--- config.mk ---
export PLATFORM = sky130hd
export DESIGN_NAME = exc_ctrl_flat
export DESIGN_NICKNAME = d
export VERILOG_FILES = /design/src/rtl/exc_ctrl_if.sv /design/src/rtl/exc_ctrl.sv /design/src/flat_wrapper.sv
export SDC_FILE = /design/constraint.sdc
export NUM_CORES = 1
export LEC_CHECK = 0
export ABC_AREA = 1
export ABC_CLOCK_PERIOD_IN_PS = 3200
export CORE_AREA = 5 5 130 132
export CTS_CLUSTER_DIAMETER = 30
export DETAILED_ROUTE_END_ITERATION = 6
export DIE_AREA = 0 0 135 137
export DONT_BUFFER_PORTS = 1
export GPL_ROUTABILITY_DRIVEN = 0
export PLACE_DENSITY = 0.53
export SETUP_SLACK_MARGIN = 0.15
export SKIP_LAST_GASP = 1
export SLEW_MARGIN = 20
export SYNTH_ARGS = -nofsm -noshare
export SYNTH_HDL_FRONTEND = slang
export SYNTH_SLANG_ARGS = --single-unit
--- constraint.sdc ---
create_clock -name clk -period 3.2 [get_ports clk]
set_input_delay 0.48 -clock clk [delete_from_list [all_inputs] [get_ports clk]]
set_output_delay 0.48 -clock clk [all_outputs]
set_load 0.02 [all_outputs]
--- src/rtl/exc_ctrl_if.sv ---
// Signal bundle between the MEM/WB pipeline, CP0 and the exception commit controller.
// The master side drives pipeline/CP0 state; the slave side is the controller.
interface exc_ctrl_if;
  logic [5:0]  stall;
  logic        mem_valid;
  logic [31:0] mem_pc;
  logic        mem_in_delayslot;
  logic [31:0] mem_bad_vaddr;
  logic [8:0]  mem_exc;
  logic [31:0] status_i;
  logic [31:0] cause_i;
  logic [31:0] epc_i;
  logic [37:0] wb_cp0_bus;
  logic [31:0] excepttype_o;
  logic [31:0] pc_o;
  logic [31:0] bad_vaddr_o;
  logic        is_in_delayslot_o;
  logic        flush_o;
  logic [31:0] new_pc_o;

  modport master (
    output stall, mem_valid, mem_pc, mem_in_delayslot, mem_bad_vaddr, mem_exc,
           status_i, cause_i, epc_i, wb_cp0_bus,
    input  excepttype_o, pc_o, bad_vaddr_o, is_in_delayslot_o, flush_o, new_pc_o
  );

  modport slave (
    input  stall, mem_valid, mem_pc, mem_in_delayslot, mem_bad_vaddr, mem_exc,
           status_i, cause_i, epc_i, wb_cp0_bus,
    output excepttype_o, pc_o, bad_vaddr_o, is_in_delayslot_o, flush_o, new_pc_o
  );
endinterface

--- src/rtl/exc_ctrl.sv ---
// Exception/ERET commit controller at the MEM->WB boundary: prioritises the MEM-stage
// exception flags against the registered interrupt state and issues a one-cycle commit.
module exc_ctrl #(
  parameter logic [31:0] EXC_VECTOR = 32'hBFC00380
) (
  input  logic       clk,
  input  logic       rst,
  exc_ctrl_if.slave  bus
);

  typedef enum logic [1:0] {
    S_IDLE   = 2'd0,
    S_COMMIT = 2'd1,
    S_DRAIN  = 2'd2
  } state_t;

  state_t      r_state;
  state_t      w_state_next;
  logic        r_int_pend;
  logic        w_int_pend_next;
  logic [7:0]  r_code;
  logic [31:0] r_pc;
  logic [31:0] r_bad_vaddr;
  logic        r_in_delayslot;
  logic [31:0] r_new_pc;

  logic        w_has_exc;
  logic        w_is_eret;
  logic        w_take;
  logic [7:0]  w_code;
  logic [31:0] w_bad_vaddr;
  logic [31:0] w_epc;
  logic [31:0] w_new_pc;
  logic        w_unused;

  assign w_int_pend_next = bus.status_i[0] & ~bus.status_i[1]
                         & (|(bus.cause_i[15:8] & bus.status_i[15:8]));

  assign w_unused = ^{bus.stall[5:4], bus.stall[2:0], bus.status_i[31:16],
                      bus.status_i[7:2], bus.cause_i[31:16], bus.cause_i[7:0]};

  // EPC written by the instruction now in WB must win over the stale CP0 copy.
  assign w_epc = (bus.wb_cp0_bus[37] && (bus.wb_cp0_bus[36:32] == 5'd14))
               ? bus.wb_cp0_bus[31:0] : bus.epc_i;

  always_comb begin
    w_state_next = r_state;
    w_take       = 1'b0;
    w_has_exc    = 1'b1;
    w_is_eret    = 1'b0;
    w_code       = 8'h00;
    w_bad_vaddr  = 32'd0;

    if (r_int_pend) begin
      w_code = 8'h01;
    end else if (bus.mem_exc[0]) begin
      w_code      = 8'h04;
      w_bad_vaddr = bus.mem_pc;
    end else if (bus.mem_exc[1]) begin
      w_code = 8'h0a;
    end else if (bus.mem_exc[2]) begin
      w_code = 8'h08;
    end else if (bus.mem_exc[3]) begin
      w_code = 8'h09;
    end else if (bus.mem_exc[4]) begin
      w_code = 8'h0c;
    end else if (bus.mem_exc[5]) begin
      w_code = 8'h0d;
    end else if (bus.mem_exc[6]) begin
      w_code      = 8'h04;
      w_bad_vaddr = bus.mem_bad_vaddr;
    end else if (bus.mem_exc[7]) begin
      w_code      = 8'h05;
      w_bad_vaddr = bus.mem_bad_vaddr;
    end else if (bus.mem_exc[8]) begin
      w_code    = 8'h0e;
      w_is_eret = 1'b1;
    end else begin
      w_has_exc = 1'b0;
    end

    w_new_pc = w_is_eret ? w_epc : EXC_VECTOR;

    case (r_state)
      S_IDLE: begin
        if (bus.mem_valid && !bus.stall[3] && w_has_exc) begin
          w_take       = 1'b1;
          w_state_next = S_COMMIT;
        end
      end
      S_COMMIT: w_state_next = S_DRAIN;
      S_DRAIN:  w_state_next = S_IDLE;
      default:  w_state_next = S_IDLE;
    endcase
  end

  always_ff @(posedge clk or posedge rst) begin
    if (rst) begin
      r_state <= S_IDLE;
    end else begin
      r_state <= w_state_next;
    end
  end

  always_ff @(posedge clk or posedge rst) begin
    if (rst) begin
      r_int_pend     <= 1'b0;
      r_code         <= 8'h00;
      r_pc           <= 32'd0;
      r_bad_vaddr    <= 32'd0;
      r_in_delayslot <= 1'b0;
      r_new_pc       <= 32'd0;
    end else begin
      r_int_pend <= w_int_pend_next;
      if (w_take) begin
        r_code         <= w_code;
        r_pc           <= bus.mem_pc;
        r_bad_vaddr    <= w_bad_vaddr;
        r_in_delayslot <= bus.mem_in_delayslot;
        r_new_pc       <= w_new_pc;
      end
    end
  end

  // Code and flush are gated by state so an async reset kills a commit in flight.
  assign bus.excepttype_o      = (r_state == S_COMMIT) ? {24'd0, r_code} : 32'd0;
  assign bus.flush_o           = (r_state == S_COMMIT);
  assign bus.pc_o              = r_pc;
  assign bus.bad_vaddr_o       = r_bad_vaddr;
  assign bus.is_in_delayslot_o = r_in_delayslot;
  assign bus.new_pc_o          = r_new_pc;

endmodule
--- src/flat_wrapper.sv ---
// flat-port wrapper written by rule: the top's interface ports become plain ports
module exc_ctrl_flat 
#(
  parameter logic [31:0] EXC_VECTOR = 32'hBFC00380
)
  (clk, rst, bus_stall, bus_mem_valid, bus_mem_pc, bus_mem_in_delayslot, bus_mem_bad_vaddr, bus_mem_exc, bus_status_i, bus_cause_i, bus_epc_i, bus_wb_cp0_bus, bus_excepttype_o, bus_pc_o, bus_bad_vaddr_o, bus_is_in_delayslot_o, bus_flush_o, bus_new_pc_o);
  exc_ctrl_if bus_i ();
  input  logic clk;
  input  logic rst;
  input wire logic [$bits(bus_i.stall)-1:0] bus_stall;
  input wire logic [$bits(bus_i.mem_valid)-1:0] bus_mem_valid;
  input wire logic [$bits(bus_i.mem_pc)-1:0] bus_mem_pc;
  input wire logic [$bits(bus_i.mem_in_delayslot)-1:0] bus_mem_in_delayslot;
  input wire logic [$bits(bus_i.mem_bad_vaddr)-1:0] bus_mem_bad_vaddr;
  input wire logic [$bits(bus_i.mem_exc)-1:0] bus_mem_exc;
  input wire logic [$bits(bus_i.status_i)-1:0] bus_status_i;
  input wire logic [$bits(bus_i.cause_i)-1:0] bus_cause_i;
  input wire logic [$bits(bus_i.epc_i)-1:0] bus_epc_i;
  input wire logic [$bits(bus_i.wb_cp0_bus)-1:0] bus_wb_cp0_bus;
  output wire logic [$bits(bus_i.excepttype_o)-1:0] bus_excepttype_o;
  output wire logic [$bits(bus_i.pc_o)-1:0] bus_pc_o;
  output wire logic [$bits(bus_i.bad_vaddr_o)-1:0] bus_bad_vaddr_o;
  output wire logic [$bits(bus_i.is_in_delayslot_o)-1:0] bus_is_in_delayslot_o;
  output wire logic [$bits(bus_i.flush_o)-1:0] bus_flush_o;
  output wire logic [$bits(bus_i.new_pc_o)-1:0] bus_new_pc_o;
  assign bus_i.stall = bus_stall;
  assign bus_i.mem_valid = bus_mem_valid;
  assign bus_i.mem_pc = bus_mem_pc;
  assign bus_i.mem_in_delayslot = bus_mem_in_delayslot;
  assign bus_i.mem_bad_vaddr = bus_mem_bad_vaddr;
  assign bus_i.mem_exc = bus_mem_exc;
  assign bus_i.status_i = bus_status_i;
  assign bus_i.cause_i = bus_cause_i;
  assign bus_i.epc_i = bus_epc_i;
  assign bus_i.wb_cp0_bus = bus_wb_cp0_bus;
  assign bus_excepttype_o = bus_i.excepttype_o;
  assign bus_pc_o = bus_i.pc_o;
  assign bus_bad_vaddr_o = bus_i.bad_vaddr_o;
  assign bus_is_in_delayslot_o = bus_i.is_in_delayslot_o;
  assign bus_flush_o = bus_i.flush_o;
  assign bus_new_pc_o = bus_i.new_pc_o;
  exc_ctrl #(.EXC_VECTOR(EXC_VECTOR)) u_core (.clk(clk), .rst(rst), .bus(bus_i));
endmodule
==> out/metrics.yaml, run 1 <==
fmax_mhz: 439
mappedNetlistArea_um2: 5650
cts_tree: "done"
critPathRequiredTime_ns: 2.72
critical_path_startpoint_category: "register"
critical_path.endpoint_type: "output pin"
maxCapViolCount: 0
n_fill_cell: 1702
hold_path.class: "in -> reg"
clk_latency_ns: 0.35
syn_inst: 818
period_share: 0.713
clk_pin_slew_worst_paths_ns: 0.08
final_cell_mix: "sky130_fd_sc_hd__nand2_1, sky130_fd_sc_hd__dfrtp_1, sky130_fd_sc_hd__o21ai_0, sky130_fd_sc_hd__inv_1, sky130_fd_sc_hd__nand3_1"
final-hold-violation-count: 0
drc: 0
post-cts-setup-buffer-count: 0
slew_violations: 0
numCtsBuffers: 9
peak_fanout_along_the_critical_path: 4
synth_seq_area_share: 0.461
commonest_non_fill_non_tap_cell_in_the_layout: "sky130_fd_sc_hd__nand2_1"
gr-total-overflow: 0
rows: 46
postLayoutSetupSlackWorst_ns: 0.920
highest_layer: "met4"
run_status: "complete, no violations"
met2_wirelength_mm: 7.88
pin_count_of_the_biggest_net_entering_global_routing: 102
worstRegToRegCells: 5
pin_count: 347
layout-drive-gt1-share: 0.0414
peak_vdd_ir_mv: 0.231
route.detailed.vias_per_inst: 4.63
power_density_nw_per_um2: 554
clock_tree.buffer_depth: 2
syn-mean-instance-area_um2: 6.90
layout-area-overhead-vs-synth_pct: 5.94
place_ws_ns: 1.16
place.port_buffers: 0
ctsHtreeMaxLevel: 3
initial_core_util: 0.362
post_cts_resized: 0
drt_wl_total_mm: 16.7
dieHeight_um: 137
slowest_stage: "sky130_fd_sc_hd__nor2_1"
grt_first_pass_wirelength_mm: 25.3
drtAntennaViolNets: 0
groute.usage.overall: 0.175
met3RoutedLength_mm: 1.87
synth_cell_type_count: 19
timing.max_slew.rel_slack: 0.392
dp_hpwl_mm: 12.2
cts_root_buffer: "sky130_fd_sc_hd__clkbuf_16"
final-setup-viol-count: 0
insertedDiodeCount: 0
p_leak_nw: 3.19
drt_pass1_iterations: 5
arrival_ns: 1.80
setup_total_negative_slack_ns: 0
nNetsFinal: 1010
route.detailed.wl_per_inst_um: 16.4
timing.critical_path.cells: "nor2_1 > inv_1 > nor2_1"
rsz0062_at_grt: "no"
finClkSkew_ns: 0.0139
minimum_clock_period_ns: 2.28
crit_path_max_incr_delay_ns: 0.43
antenna_found_initial: 0
route.vias.total: 4699
max_slew.worst_pin.slew_ns: 0.908
die_area_um2: 18500
wl_met1_mm: 6.78
ys.warnings.count: 0
synth_seq_cells: 104
cts.sinks: 104
timing.setup.critical_path_class: "reg -> out"
die_x_um: 135
first_iter_violations: 251
grt_pass1_vias: 4595
hold-path-cell-count: 1
post_cts_hold_fix_bufs: 1
crit_path_frequent_cell: "sky130_fd_sc_hd__nor2_1"
floorplan.core_area_um2: 15600
## cell families (layout without fill, tap and decap cells)
kind of cell,after synthesis,in the layout,synth area share
AO/OA/AOI/OAI,70,70,0.0621
buffers and inverters,138,91,0.125
flip-flops,104,104,0.461
other,1,28,0.000664
AND/OR/NAND/NOR,505,505,0.351
## Yosys cell counts
library cell,instances,area (µm²)
sky130_fd_sc_hd__nand2_1,410,1540
sky130_fd_sc_hd__inv_2,1,3.75
sky130_fd_sc_hd__nor2_1,41,154
sky130_fd_sc_hd__clkbuf_2,2,10.0
sky130_fd_sc_hd__buf_2,15,75.1
sky130_fd_sc_hd__buf_4,29,218
sky130_fd_sc_hd__nor2_2,1,6.26
sky130_fd_sc_hd__nor3_1,1,5.00
sky130_fd_sc_hd__buf_6,8,90.1
sky130_fd_sc_hd__nand4_1,2,12.5
sky130_fd_sc_hd__conb_1,1,3.75
sky130_fd_sc_hd__nand3_1,47,235
sky130_fd_sc_hd__inv_1,63,236
sky130_fd_sc_hd__o21ai_0,70,350
sky130_fd_sc_hd__dfrtp_1,104,2600
sky130_fd_sc_hd__nand3b_1,1,7.51
sky130_fd_sc_hd__nor2_4,1,11.3
sky130_fd_sc_hd__nand3_2,1,10.0
sky130_fd_sc_hd__clkbuf_1,20,75.1
## routing by layer
| layer | track usage | vias to the layer above |
|---|---|---|
| li1 | - | 2374 |
| met4 | 0.0431 | 0 |
| met1 | 0.216 | 2128 |
| met3 | 0.0746 | 10 |
| met2 | 0.284 | 187 |
| met5 | 0 | - |
## flip-flops by register name, summed over array words and instances, names as in the netlist
name	count
u_core.bus.bad_vaddr_o	32
u_core.bus.is_in_delayslot_o	1
u_core.bus.new_pc_o	32
u_core.bus.pc_o	32
u_core.r_code	4
u_core.r_int_pend	1
u_core.r_state	2
## power by group
| part | switching (mW) | internal (mW) | leakage [nW] | total, mW |
|---|---|---|---|---|
| Sequential | 0.344 | 1.48 | 1.34 | 1.83 |
| Clock | 0.539 | 0.545 | 0.137 | 1.08 |
| Combinational | 0.272 | 0.129 | 1.71 | 0.401 |
## worst max-delay path, delay by kind of cell, from the launching register on
kind	cells	cell delay (ns)
flops	1	0.40
buf+inv	1	0.19
simple gates	2	0.85
## layout make-up
type	instances	area [µm²]	share of cell area
Sequential cell	104	2600	0.435
Inverter	64	244	0.0408
Tap cell	216	270	0.0452
Multi-Input combinational cell	603	2450	0.410
Clock buffer	9	225	0.0377
Timing Repair Buffer	11	123	0.0205
Clock inverter	7	62.6	0.0105
## stage by stage
step           utilization  hold slack, ns  instances  total power [mW]  cell area, µm²
2_1_floorplan            -           0.423        845              2.17            5750
3_3_place_gp         0.364           0.338        997              2.26            5680
3_5_place_dp         0.364           0.343        997              2.27            5680
4_1_cts              0.383           0.219       1014              3.36            5980
5_1_grt              0.383           0.221       1014              3.49            5980
6_report             0.383           0.227       1014              3.31            5980
## path summary, 6_finish.rpt
path                              startpoint                          to  slack (ns)
max in group asynchronous                rst     u_core.bus.new_pc_o[10]        1.91
hold reg to reg            u_core.r_state[1]           u_core.r_state[1]        0.45
setup reg to reg           u_core.r_state[1]  u_core.bus.bad_vaddr_o[27]        1.40
min in group asynchronous                rst            u_core.r_code[0]        0.57
setup / recovery           u_core.r_state[1]         bus_excepttype_o[2]        0.92
hold / removal               bus_status_i[1]           u_core.r_int_pend        0.23
(Power assumes the default switching activity.)
==> inputs of run 2 (changes only) <==
--- a/config.mk
+++ b/config.mk
@@ -6,14 +6,14 @@
 export NUM_CORES = 1
 export LEC_CHECK = 0
 export ABC_AREA = 1
-export ABC_CLOCK_PERIOD_IN_PS = 3200
+export ABC_CLOCK_PERIOD_IN_PS = 2400
 export CORE_AREA = 5 5 130 132
 export CTS_CLUSTER_DIAMETER = 30
 export DETAILED_ROUTE_END_ITERATION = 6
 export DIE_AREA = 0 0 135 137
 export DONT_BUFFER_PORTS = 1
 export GPL_ROUTABILITY_DRIVEN = 0
-export PLACE_DENSITY = 0.53
+export PLACE_DENSITY = 0.51
 export SETUP_SLACK_MARGIN = 0.15
 export SKIP_LAST_GASP = 1
 export SLEW_MARGIN = 20
==> constraint.sdc (replaced) <==
create_clock -name clk -period 2.4 [get_ports clk]
set_input_delay 0.36 -clock clk [delete_from_list [all_inputs] [get_ports clk]]
set_output_delay 0.36 -clock clk [all_outputs]
set_load 0.02 [all_outputs]
==> run 2 against run 1 <==
Effect of this change: via count increased by 3.3%; flip-flop and latch count did not move; register-to-register slack worse by 0.61 ns; final cell count is 0.69% higher; clock-buffer cell count up 2; global-route usage is 0.26 points higher; clock skew fell by 0.0058 ns; critical path type unchanged; critical endpoint is now bus_excepttype_o[1]; highest routed layer unchanged.
==> out/metrics.yaml, run 2 (same netlist as run 1, synthesis figures left out) <==
run_status: "complete, no violations"
period_share: 0.782
place.port_buffers: 0
groute.usage.overall: 0.178
dp_hpwl_mm: 12.5
timing.max_slew.rel_slack: 0.666
cts_root_buffer: "sky130_fd_sc_hd__clkbuf_16"
peak_fanout_along_the_critical_path: 4
cell_internal_pwr_mw: 3.04
met2_wirelength_mm: 8.21
clk_latency_ns: 0.34
critPathRequiredTime_ns: 2.04
p_leak_nw: 3.26
slew_violations: 0
clock_tree.buffer_depth: 2
post_cts_hold_fix_bufs: 1
gr-total-overflow: 0
commonest_non_fill_non_tap_cell_in_the_layout: "sky130_fd_sc_hd__nand2_1"
placement.cell_area_um2: 5760
timing.reg2reg.setup_slack_ns: 0.79
antenna_found_initial: 0
initial_core_util: 0.362
drc: 0
fmax_mhz: 533
route.detailed.wl_per_inst_um: 16.3
nNetsFinal: 1017
power_density_nw_per_um2: 745
numCtsBuffers: 9
post_cts_resized: 0
die_area_um2: 18500
floorplan.core_area_um2: 15600
grt_first_pass_wirelength_mm: 26.0
route.vias.total: 4855
final-setup-viol-count: 0
rows: 46
cts.sinks: 104
drt_wl_total_mm: 16.7
pin_count_of_the_biggest_net_entering_global_routing: 67
met3RoutedLength_mm: 1.80
post-cts-setup-buffer-count: 0
drt_pass1_iterations: 5
final_cell_mix: "sky130_fd_sc_hd__nand2_1, sky130_fd_sc_hd__dfrtp_1, sky130_fd_sc_hd__o21ai_0, sky130_fd_sc_hd__inv_1, sky130_fd_sc_hd__nand3_1"
critical_path.endpoint_type: "output pin"
power.share.combinational: 0.122
cts_tree: "done"
max_slew.worst_pin.slew_ns: 0.498
seq_power_share: 0.538
clock_power_share: 0.340
final-hold-violation-count: 0
timing.setup.critical_path_class: "reg -> out"
p_sw_frac: 0.330
peak_vdd_ir_mv: 0.410
die_x_um: 135
arrival_ns: 1.52
first_iter_violations: 200
setup_total_negative_slack_ns: 0
highest_layer: "met4"
drtAntennaViolNets: 0
n_fill_cell: 1689
clk_pin_slew_worst_paths_ns: 0.07
insertedDiodeCount: 0
layout-drive-gt1-share: 0.0497
final_cell_area_um2: 6080
minimum_clock_period_ns: 1.88
rsz0062_at_grt: "no"
critical_path_startpoint_category: "register"
hold_path.class: "in -> reg"
ctsHtreeMaxLevel: 3
layout-area-overhead-vs-synth_pct: 7.78
route.detailed.vias_per_inst: 4.76
grt_pass1_vias: 5096
p_switching_mw: 1.50
dieHeight_um: 137
wl_met1_mm: 6.44
finClkSkew_ns: 0.00815
maxCapViolCount: 0
pin_count: 347
-- run 2: cell count changes in the layout (fill, tap and decap cells not counted) --
cell | previous run | this run
sky130_fd_sc_hd__buf_4 | 7 | 12
sky130_fd_sc_hd__inv_8 | 3 | 0
sky130_fd_sc_hd__buf_12 | 3 | 5
sky130_fd_sc_hd__clkbuf_8 | 0 | 2
sky130_fd_sc_hd__clkinvlp_4 | 3 | 1
sky130_fd_sc_hd__inv_6 | 0 | 2
sky130_fd_sc_hd__bufinv_16 | 0 | 1
-- run 2: cell type report --
cell class	count	area, µm²	area share
clock buffers	11	253	0.0415
clock inverters	5	61.3	0.0101
inverters	64	244	0.0401
multi-input cells	603	2450	0.403
flip-flops and latches	104	2600	0.428
well taps	216	270	0.0444
repair buffers	18	200	0.0329
-- run 2: worst max-delay path: stages (launching register included) --
cell and delay [ns]:
sky130_fd_sc_hd__dfrtp_1 0.40, sky130_fd_sc_hd__nor2_1 0.13, sky130_fd_sc_hd__buf_4 0.16, sky130_fd_sc_hd__inv_1 0.09, sky130_fd_sc_hd__nor2_1 0.40
-- run 2: through the flow --
step	hold slack (ns)	std cells	utilization	setup slack [ns]	power, mW
after global routing	0.101	1021	0.390	0.412	4.80
after CTS	0.0996	1021	0.390	0.506	4.62
after global placement	0.370	1004	0.369	0.722	3.02
after floorplan	0.423	845	-	0.794	2.89
final	0.122	1021	0.390	0.524	4.54
after detailed placement	0.376	1004	0.369	0.719	3.04
-- run 2: power groups by stage --
stage	clock, mW	sequential (mW)	combinational (mW)
global route	1.68	2.47	0.655
floorplan	0	2.40	0.493
global placement	0	2.48	0.544
detailed placement	0	2.48	0.561
CTS	1.60	2.45	0.565
finish	1.54	2.44	0.553
-- run 2: worst paths after layout --
| check | from | endpoint | depth (start not counted) |
|---|---|---|---|
| worst max-delay path | u_core.r_state[1] | bus_excepttype_o[1] | 4 |
| worst min-delay path | bus_status_i[1] | u_core.r_int_pend | 1 |
| worst max register to register | u_core.r_state[1] | u_core.bus.pc_o[6] | 6 |
| worst min register to register | u_core.r_state[1] | u_core.r_state[1] | 1 |
| max in group asynchronous | rst | u_core.bus.new_pc_o[11] | 3 |
| min in group asynchronous | rst | u_core.bus.pc_o[0] | 3 |
-- run 2: layer usage --
metal / track usage / vias to the layer above
met5: 0 / -
met3: 0.0728 / 16
met2: 0.306 / 199
met1: 0.204 / 2248
li1: - / 2392
met4: 0.0510 / 0
